--- config.mk ---
export PLATFORM = sky130hd
export DESIGN_NAME = fwd_hazard_ctrl
export DESIGN_NICKNAME = d
export VERILOG_FILES = /design/src/rtl/fwd_pkg.sv /design/src/rtl/fwd_stage_reg.sv /design/src/rtl/fwd_hazard_ctrl.sv
export SDC_FILE = /design/constraint.sdc
export NUM_CORES = 1
export LEC_CHECK = 0
export ABC_AREA = 1
export BUFFER_PORTS_ARGS = -buffer_cell sky130_fd_sc_hd__buf_2
export CORE_UTILIZATION = 40
export CTS_CLUSTER_DIAMETER = 40
export CTS_CLUSTER_SIZE = 30
export DETAILED_ROUTE_END_ITERATION = 16
export SYNTH_ARGS = -nofsm -noshare
export SYNTH_HDL_FRONTEND = slang
export SYNTH_SLANG_ARGS = --single-unit
--- constraint.sdc ---
create_clock -name clk -period 1.4 [get_ports clk]
set_input_delay 0.21 -clock clk [delete_from_list [all_inputs] [get_ports clk]]
set_output_delay 0.21 -clock clk [all_outputs]
set_load 0.005 [all_outputs]
--- src/rtl/fwd_pkg.sv ---
// Shared types and select codes for the EX-stage forwarding / load-use controller.
// Stage-info bundle carried alongside the EX, MEM and WB pipeline stages.
package fwd_pkg;

    localparam int FWD_RA_W  = 5;
    localparam int FWD_SEL_W = 2;

    localparam logic [FWD_SEL_W-1:0] SEL_REGFILE = 2'b00;
    localparam logic [FWD_SEL_W-1:0] SEL_EXMEM   = 2'b01;
    localparam logic [FWD_SEL_W-1:0] SEL_MEMWB   = 2'b10;

    typedef struct packed {
        logic                valid;
        logic [FWD_RA_W-1:0] rs;
        logic [FWD_RA_W-1:0] rt;
        logic                use_rs;
        logic                use_rt;
        logic [FWD_RA_W-1:0] dst;
        logic                wen;
        logic                is_load;
    } stage_t;

    // Loads sitting in MEM have no data yet, so only WB may supply them.
    function automatic logic [FWD_SEL_W-1:0] fwd_sel(
        input stage_t              ex,
        input stage_t              mem,
        input stage_t              wb,
        input logic [FWD_RA_W-1:0] src,
        input logic                use_src
    );
        logic live;
        live = ex.valid && use_src && (src != '0);
        if (live && mem.valid && mem.wen && !mem.is_load && mem.dst == src)
            return SEL_EXMEM;
        else if (live && wb.valid && wb.wen && wb.dst == src)
            return SEL_MEMWB;
        else
            return SEL_REGFILE;
    endfunction

endpackage

--- src/rtl/fwd_stage_reg.sv ---
// One resettable pipeline register holding the stage-info bundle.
module fwd_stage_reg
    import fwd_pkg::*;
(
    input  logic   clk,
    input  logic   rst,
    input  stage_t d_i,
    output stage_t q_o
);

    stage_t info_q;

    always_ff @(posedge clk) begin
        if (rst)
            info_q <= '0;
        else
            info_q <= d_i;
    end

    assign q_o = info_q;

endmodule

--- src/rtl/fwd_hazard_ctrl.sv ---
// EX-stage operand forwarding selects and load-use stall for a 5-stage pipeline.
module fwd_hazard_ctrl
    import fwd_pkg::*;
#(
    parameter int RA_W  = FWD_RA_W,
    parameter int SEL_W = FWD_SEL_W
) (
    input  logic             clk,
    input  logic             rst,
    input  logic             id_valid,
    input  logic [RA_W-1:0]  id_rs,
    input  logic [RA_W-1:0]  id_rt,
    input  logic             id_use_rs,
    input  logic             id_use_rt,
    input  logic [RA_W-1:0]  id_dst,
    input  logic             id_wen,
    input  logic             id_is_load,
    input  logic             flush,
    output logic             stall,
    output logic [SEL_W-1:0] fwd_a_sel,
    output logic [SEL_W-1:0] fwd_b_sel
);

    stage_t ex_d;
    stage_t ex_q;
    stage_t mem_q;
    stage_t wb_q;
    logic   ld_hit;

    always_comb begin
        ld_hit = ex_q.valid && ex_q.is_load && ex_q.wen && (ex_q.dst != '0)
              && ((id_use_rs && id_rs == ex_q.dst)
              ||  (id_use_rt && id_rt == ex_q.dst));
        stall  = !rst && id_valid && !flush && ld_hit;
    end

    // Stalled or flushed instructions enter EX as an all-zero bubble.
    always_comb begin
        ex_d = '0;
        if (id_valid && !stall && !flush) begin
            ex_d.valid   = 1'b1;
            ex_d.rs      = id_rs;
            ex_d.rt      = id_rt;
            ex_d.use_rs  = id_use_rs;
            ex_d.use_rt  = id_use_rt;
            ex_d.dst     = id_dst;
            ex_d.wen     = id_wen;
            ex_d.is_load = id_is_load;
        end
    end

    always_comb begin
        fwd_a_sel = SEL_REGFILE;
        fwd_b_sel = SEL_REGFILE;
        if (!rst) begin
            fwd_a_sel = fwd_sel(ex_q, mem_q, wb_q, ex_q.rs, ex_q.use_rs);
            fwd_b_sel = fwd_sel(ex_q, mem_q, wb_q, ex_q.rt, ex_q.use_rt);
        end
    end

    fwd_stage_reg u_ex (
        .clk (clk),
        .rst (rst),
        .d_i (ex_d),
        .q_o (ex_q)
    );

    fwd_stage_reg u_mem (
        .clk (clk),
        .rst (rst),
        .d_i (ex_q),
        .q_o (mem_q)
    );

    fwd_stage_reg u_wb (
        .clk (clk),
        .rst (rst),
        .d_i (mem_q),
        .q_o (wb_q)
    );

endmodule

Yosys cells after proc, flatten, opt, wreduce, memory -nomap -nowiden:

Index checks and enable logic that the tools add are counted.

* equal/unequal tests: 6
* muxes and demuxes: 7
* bitwise gates (word level): 1
* reductions and logical operators: 38

Operators by type and width (number)
* equality test 5 bit: 6
* logical AND 1 bit: 29
* two-way mux 20 bit: 1
* nonzero test 5 bit: 3
* two-way mux 2 bit: 6
* logical NOT 1 bit: 4
* OR reduction 2 bit: 1
* logical OR 1 bit: 1
* NOT 1 bit: 1

* flip-flop bits (word level): 35
* input bits: 23
* output and inout port bits: 5

Longest topological paths before layout:

Gate-level depths: netlist of run 1.

* word-level depth: 10
* mapped depth: 10
* depth with buffers taken out: 9

By module:

A second synthesis of run 1 with hierarchy kept.

* cell total of the unflattened synthesis: 339
* area, all modules: 2444.8 um2

By module, submodules not included
* fwd_stage_reg: times used 3, cells each 62, area an instance 573.0 um2
* fwd_hazard_ctrl: times used 1, cells each 153, area an instance 725.7 um2

Worst setup path before layout of run 1:

No wires, ideal clock.

* path kind: register to output
* start: reg u_mem.info_q, in the netlist u_mem.q_o[5]
* end: out fwd_b_sel[0]
* arrival time: 0.971 ns
* setup slack: 0.219 ns
* cell stages (with the launch flop): 5
* path through: dfxtp_1 -> or2_2 -> a21oi_1 -> nand3_1 -> nor3_1

* cells in the longest elaborated chain, start to end: 4

RTL lines
* start: declaration: line fwd_stage_reg.sv:11 `stage_t info_q;`
* start signal: assignment: line fwd_stage_reg.sv:17 `info_q <= d_i;`
* equality test 5 bit: line fwd_pkg.sv:33 `if (live && mem.valid && mem.wen && !mem.is_load && mem.dst == src)`
* logical AND 1 bit: line fwd_pkg.sv:33
* two-way mux 2 bit: line fwd_pkg.sv:33
* two-way mux 2 bit: line fwd_hazard_ctrl.sv:55 `if (!rst) begin`
* end: declaration: line fwd_hazard_ctrl.sv:21 `output logic [SEL_W-1:0] fwd_b_sel`

Every way passes these cells.

Worst setup path after layout of run 1:

* start: reg u_ex.info_q, in the netlist u_ex.q_o[3]
* end: out stall

* cells in the longest elaborated chain, start to end: 5
* elaborated cells on any way between the ends: 9
* classes of those cells: eq/ne: 2; reduce/logical: 7

RTL lines
* start: declaration: line fwd_stage_reg.sv:11
* start signal: assignment: line fwd_stage_reg.sv:17
* equality test 5 bit, on equally long branches: line fwd_hazard_ctrl.sv:32, fwd_hazard_ctrl.sv:33
* logical AND 1 bit, on equally long branches: line fwd_hazard_ctrl.sv:32, fwd_hazard_ctrl.sv:33
* logical OR 1 bit: line fwd_hazard_ctrl.sv:33 `|| (id_use_rt && id_rt == ex_q.dst));`
* logical AND 1 bit (*): line fwd_hazard_ctrl.sv:32 `&& ((id_use_rs && id_rs == ex_q.dst)`
* logical AND 1 bit (*): line fwd_hazard_ctrl.sv:34 `stall = !rst && id_valid && !flush && ld_hit;`
* end: declaration: line fwd_hazard_ctrl.sv:19 `output logic stall,`

Every way passes the cells marked *; elsewhere a longest branch is shown, timed or not.

==> metrics.txt, run 1 <==
result of the run finished, violations left; violated checks negative setup slack; total leakage power 1.05 nW; relative slew slack 0.844; net switching share of the total power 0.240; minimum clock period 1560 ps; DIE HEIGHT 63.8 um; synthesis-to-finish area growth 27.6%; initial core utilization 0.417; worst-case setup margin in the final layout -163 ps; data arrival time of the worst path 1350 ps; filler cell count 353; Final HPWL DP 2220 um; routed length per placed instance 9.66 um; floorplan die area 4060 um2; worst slack on hold paths 128 ps; number of maximum-capacitance violations 0; share of async-settable or async-resettable flops after synthesis 0; Hold Path Class input pin to register; maximum clock frequency 640 MHz; Final Setup Violations 5; number of standard cells in the final layout excluding fillers 304; Comb power frac 0.089; net count of the finished layout 278; share of the core filled with cells 0.532; footprint of the multi-input gates 721 um2; mean instance size in the synthesized netlist 7.03 um2; Via Count 1292; unrepaired setup endpoints after global routing yes; cell types occupying the most area after synthesis dfxtp_1, nor2_1, inv_1; final WL 2940 um; number of nets produced by synthesis 240; summed area of non-filler cells in the final layout 1950 um2; Max H-tree Level 2; Cell variety after synth 18; leading post-synthesis cells by instance count nor2_1, inv_1, nand2_1, dfxtp_1, xor2_1; gpl congestion 0.981; number of antenna violations at the first check in global routing 0; largest net degree at the start of global routing 21; fin. max-slew vios 0; post-route antenna net violation count 0; category of the worst setup path capture point output pin; via count of the first global-routing pass 1197; 1st-pass router iterations 4; area share of the largest cell type after synthesis 0.459; FP Rows 22; fraction of layout cells with a size suffix above 1 0.320; cell with the most instances after synthesis nor2_1; overall global routing resource usage 0.164; startpoint type of the worst setup path register; Placed Cells incl. Taps 291; worst clock skew 4.27 ps; Setup Crit Path Kind register to output pin; mapped cell area 1530 um2; placement-stage cell area 1720 um2; Port-buffer cells 27; Clk pin slew, worst setup/hold paths 70 ps; instance count of the mapped netlist 217; power density over the cells 970 nW/um2; via density per instance 4.25; switching component of the power 0.454 mW; Initial DRC Count 26; Internal Pwr Total 1.43 mW; CTS tree done; final antenna diode count 0; Core ar. 3660 um2; data required time at the worst endpoint 1190 ps; number of synthesized register bits 35; Hold Vio Cnt, Final 0; leading register cell type out of synthesis dfxtp_1; power share of the clock group 0.362; maximum VDD drop 0.000665 V; maximum fanout encountered on the critical timing path 4; TNS Setup -643 ps; sequential cell fraction of total power 0.550; number of synthesized flops with an enable pin 0; global route total overflow 0; largest area contributor in the synthesized netlist dfxtp_1; maximum count of clock buffers along a single path 2; cell chosen for the clock root clkbuf_8; share of the cycle needed by the critical path after routing 1.12; clock latency at the later pin of the worst-skew pair 280 ps; first-pass GRT wire length 4930 um; warning count from the yosys run 0; Die Span X 63.8 um; sequential cell area in the final layout 717 um2; number of primary I/O pins 28; clock net sink count 35; number of buffers added by the clock tree synthesis step 5; DR DRC count 0; worst-margin pin slew 234 ps; fraction of the yosys area taken by sequential cells 0.459
critical path, stage by stage, from the launching register on:
cell and delay, ps:
dfxtp_2 360, inv_2 50, nand2_2 50, nand2_1 50, nor2_1 110, nand3_1 100, nand2_1 90, nand2_2 60
nor2_2 100, buf_2 110
cells in the final DEF, fill, tap and decap left out, types with 3 or more instances in the layout:
cell type | Yosys | routed
inv_1 | 39 | 35
nand3_2 | 0 | 4
buf_4 | 0 | 6
dfxtp_1 | 35 | 24
nor2_1 | 58 | 52
nand2_2 | 1 | 5
clkbuf_8 | 0 | 5
xor2_1 | 14 | 14
dfxtp_2 | 0 | 10
xnor2_1 | 3 | 3
nor2_2 | 1 | 6
buf_2 | 1 | 27
nand2_1 | 39 | 35
clkinv_2 | 0 | 3
inv_2 | 2 | 6
nand3_1 | 9 | 5
power groups by stage:
stage | logic, mW | clock network [mW] | registers (mW)
after floorplan | 0.0944 | 0 | 1.05
after global placement | 0.150 | 0 | 1.06
after detailed placement | 0.150 | 0 | 1.06
after CTS | 0.155 | 0.712 | 1.04
after global routing | 0.190 | 0.747 | 1.04
final | 0.168 | 0.683 | 1.04
metal layers:
| metal | GRT usage | part of all wire | up-vias | wire length, um |
|---|---|---|---|---|
| met5 | 0 | 0 | - | 0 |
| met4 | 0.119 | 0.043 | 0 | 127 |
| met3 | 0.0375 | 0.034 | 14 | 100 |
| met2 | 0.274 | 0.47 | 31 | 1380 |
| met1 | 0.182 | 0.45 | 542 | 1330 |
| li1 | - | - | 705 | - |
sequential cells by signal, indices dropped and copies added, names as in the netlist:
name,cells
u_ex.q_o,20
u_mem.q_o,8
u_wb.q_o,7
through the flow:
stage | power [mW] | setup slack (ps)
floorplan | 1.15 | 219
global placement | 1.21 | 22.4
detailed placement | 1.21 | 14.7
CTS | 1.90 | -252
global route | 1.98 | -289
finish | 1.89 | -163
final timing paths:
path,startpoint,endpoint,slack (ps),cells past startpoint
max reg2reg,u_ex.q_o[3],u_ex.q_o[8],30,11
min,id_dst[1],u_ex.q_o[3],130,3
max,u_ex.q_o[3],stall,-160,9
min reg2reg,u_ex.q_o[1],u_mem.q_o[1],420,2
area by class of cell:
type,instances,area share
tap,48,0.0308
clock buffer,5,0.0353
sequential,35,0.368
multi-input combinational,137,0.370
timing repair buffer,35,0.109
clock inverter,3,0.00771
inverter,41,0.0790
kinds of logic (layout without fill, tap and decap cells):
| kind of cell | after synthesis | count (layout) | share of synthesized area |
|---|---|---|---|
| xor+xnor | 17 | 17 | 0.0976 |
| flops | 35 | 35 | 0.459 |
| compound gates | 3 | 3 | 0.00984 |
| buf+inv | 45 | 84 | 0.121 |
| simple gates | 117 | 117 | 0.312 |
repair_timing:
item                                    CTS  global route
hold buffers                              0             0
endpoints found under the setup margin    5             5
resized for setup                        12            27
setup buffers                             1             4
pin swaps                                 5            15
No activity file was read; power rests on OpenSTA's default activity.
==> run 2, diff against run 1 <==
--- a/config.mk
+++ b/config.mk
@@ -7,10 +7,11 @@
 export LEC_CHECK = 0
 export ABC_AREA = 1
 export BUFFER_PORTS_ARGS = -buffer_cell sky130_fd_sc_hd__buf_2
-export CORE_UTILIZATION = 40
+export CORE_UTILIZATION = 45
 export CTS_CLUSTER_DIAMETER = 40
 export CTS_CLUSTER_SIZE = 30
 export DETAILED_ROUTE_END_ITERATION = 16
+export PLACE_DENSITY = 0.67
 export SYNTH_ARGS = -nofsm -noshare
 export SYNTH_HDL_FRONTEND = slang
 export SYNTH_SLANG_ARGS = --single-unit
==> run 2 against run 1 <==
Net effect:
- the flow still finishes with violations (negative setup slack)
- first-iteration DRC count increased by 65%
- register-to-register slack about the same
- wire length increased by 11%
- setup slack got worse by 76 ps
- critical path depth decreased by 3
- final cell count decreased by 0.99%
- via count increased by 3.7%
- combinational power increased by 13%
- worst hold slack got worse by 60 ps
- design area increased by 2.5%
- critical endpoint is now fwd_b_sel[1]
- largest cell class unchanged
- highest routed layer unchanged
==> metrics.txt, run 2 (synthesis gave the netlist of run 1 again) <==
worst-case setup margin in the final layout -239 ps (-76.2 ps); Crit path buffers/inverters 1 (-1); DIE HEIGHT 60.2 um (-5.5%); total leakage power 1.06 nW (+1.1%); Final Setup Violations 5 (unchanged); net switching share of the total power 0.241 (about the same); share of the core filled with cells 0.638 (+0.106); maximum count of clock buffers along a single path 2 (unchanged); placement-stage cell area 1720 um2 (-0.29%); data arrival time of the worst path 1430 ps (+80 ps); category of the worst setup path capture point output pin; power share of the clock group 0.334 (-0.028); number of stages on the worst hold path 3 (unchanged); first-pass GRT wire length 4750 um (-3.5%); Die Span X 60.2 um (-5.5%); cell chosen for the clock root clkbuf_4; violated checks negative setup slack; longest individual stage delay on the worst path 340 ps (-20 ps); Clk pin slew, worst setup/hold paths 100 ps (+30 ps); Hold Vio Cnt, Final 0 (unchanged); r2r setup slk 20 ps (about the same); relative slew slack 0.738 (-0.105); crit-path cells or2_4, a21oi_2, nand3_2, nor2_1, nor2_1, buf_2; fraction of layout cells with a size suffix above 1 0.315 (-0.00514); most frequent cells in the layout nor2_1, inv_1, nand2_1; floorplan die area 3630 um2 (-11%); overall global routing resource usage 0.187 (+0.0231); data required time at the worst endpoint 1190 ps (about the same); via density per instance 4.45 (+4.7%); share of the cycle needed by the critical path after routing 1.17 (+0.0544); kind of cell adding the most delay to the critical path simple AND/OR/NAND/NOR gates; gpl congestion 0.928 (-5.4%); initial core utilization 0.488 (+0.0710); flip-flop count of the largest register, all copies and words added 20 (unchanged); Comb power frac 0.103 (+0.014); global route total overflow 0 (unchanged); TNS Setup -1060 ps (-422 ps); minimum clock period 1640 ps (+76.2 ps); Internal Pwr Total 1.40 mW (-2.4%); largest net degree at the start of global routing 21 (unchanged); sequential cell fraction of total power 0.563 (+0.013); number of antenna violations at the first check in global routing 0 (unchanged); Port-buffer cells 27 (unchanged); fin. max-slew vios 0 (unchanged); post-route antenna net violation count 0 (unchanged); number of primary I/O pins 28 (unchanged); final antenna diode count 0 (unchanged); 1st-pass router iterations 4 (unchanged); worst clock skew 3.90 ps (-0.369 ps); worst-margin pin slew 391 ps (+157 ps); Final HPWL DP 2200 um (-0.71%); FP Rows 20 (-9.1%); Initial DRC Count 43 (+65%); cell depth of the worst setup path 6 (-3); number of buffers added by the clock tree synthesis step 5 (unchanged); final WL 3270 um (+11%); most repeated library cell on the critical path nor2_1; Core ar. 3130 um2 (-15%); summed area of non-filler cells in the final layout 2000 um2 (+2.5%); DR DRC count 0 (unchanged); net count of the finished layout 279 (+0.36%); maximum fanout encountered on the critical timing path 2 (-2); clock net sink count 35 (unchanged); maximum clock frequency 610 MHz (-4.6%); CTS tree done; Setup Crit Path Kind register to output pin; maximum VDD drop 0.000664 V (-0.20%); via count of the first global-routing pass 1157 (-3.3%); commonest non-fill, non-tap cell in the layout nor2_1; Max H-tree Level 2 (unchanged); CP max-delay cell dfxtp_2; worst reg2reg path depth 11 (unchanged); startpoint type of the worst setup path register; power density over the cells 924 nW/um2 (-4.8%); synthesis-to-finish area growth 30.8%; unrepaired setup endpoints after global routing yes; Via Count 1340 (+3.7%); clock latency at the later pin of the worst-skew pair 330 ps (+50 ps); number of maximum-capacitance violations 0 (unchanged); result of the run finished, violations left; worst slack after detailed placement 30.4 ps (+15.7 ps); Hold Path Class input pin to register; routed length per placed instance 10.9 um (+12%); switching component of the power 0.444 mW (-2.4%)
run 2: changes by cell type in the layout (fill, tap and decap cells not counted), moves of 3 or more:
cell	delta
buf_4	-3
clkbuf_4	+5
clkbuf_8	-3
clkinv_2	-3
nor2_4	+3
run 2: path summary, 6_finish.rpt:
path | from | to
hold reg to reg | u_mem.q_o[19] | u_wb.q_o[19]
hold / removal | id_dst[2] | u_ex.q_o[4]
setup / recovery | u_mem.q_o[5] | fwd_b_sel[1]
setup reg to reg | u_ex.q_o[3] | u_ex.q_o[12]
run 2: through the flow:
step	power, mW	hold slack [ps]	std cells
floorplan	1.15	322	217
global placement	1.21	406	287
detailed placement	1.21	414	287
CTS	1.82	57.1	297
global route	1.93	68.4	301
finish	1.84	68.0	301
run 2: final cells by class:
| cell class | count | area, um2 |
|---|---|---|
| fill | 279 | 1130 |
| multi-input combinational | 137 | 736 |
| sequential | 35 | 718 |
| timing repair buffer | 36 | 262 |
| inverter | 41 | 156 |
| clock buffer | 8 | 68.8 |
| tap | 44 | 55.1 |
run 2: worst min-delay path: stages:
cell and delay [ps]:
buf_2 100, inv_1 40, nor2_1 30
run 2: layer usage:
metal / GRT usage / vias up / routed length [um]
li1: - / 714 / -
met1: 0.216 / 576 / 1380
met2: 0.309 / 39 / 1640
met3: 0.0584 / 11 / 139
met4: 0.0930 / 0 / 110
met5: 0 / - / 0
run 2: timing repair:
action / in CTS / in global routing
resized for setup: 14 / 30
pin swaps: 9 / 10
cloned: 0 / 3
buffers inserted: 2 / 1
hold buffers: 0 / 0
endpoints found under the setup margin: 5 / 25
run 2: power by group through the flow:
stage / Sequential [mW] / Clock [mW] / Combinational [mW]
final: 1.04 / 0.617 / 0.189
after CTS: 1.04 / 0.627 / 0.155
after detailed placement: 1.06 / 0 / 0.150
after floorplan: 1.05 / 0 / 0.0944
after global routing: 1.04 / 0.679 / 0.212
after global placement: 1.06 / 0 / 0.149
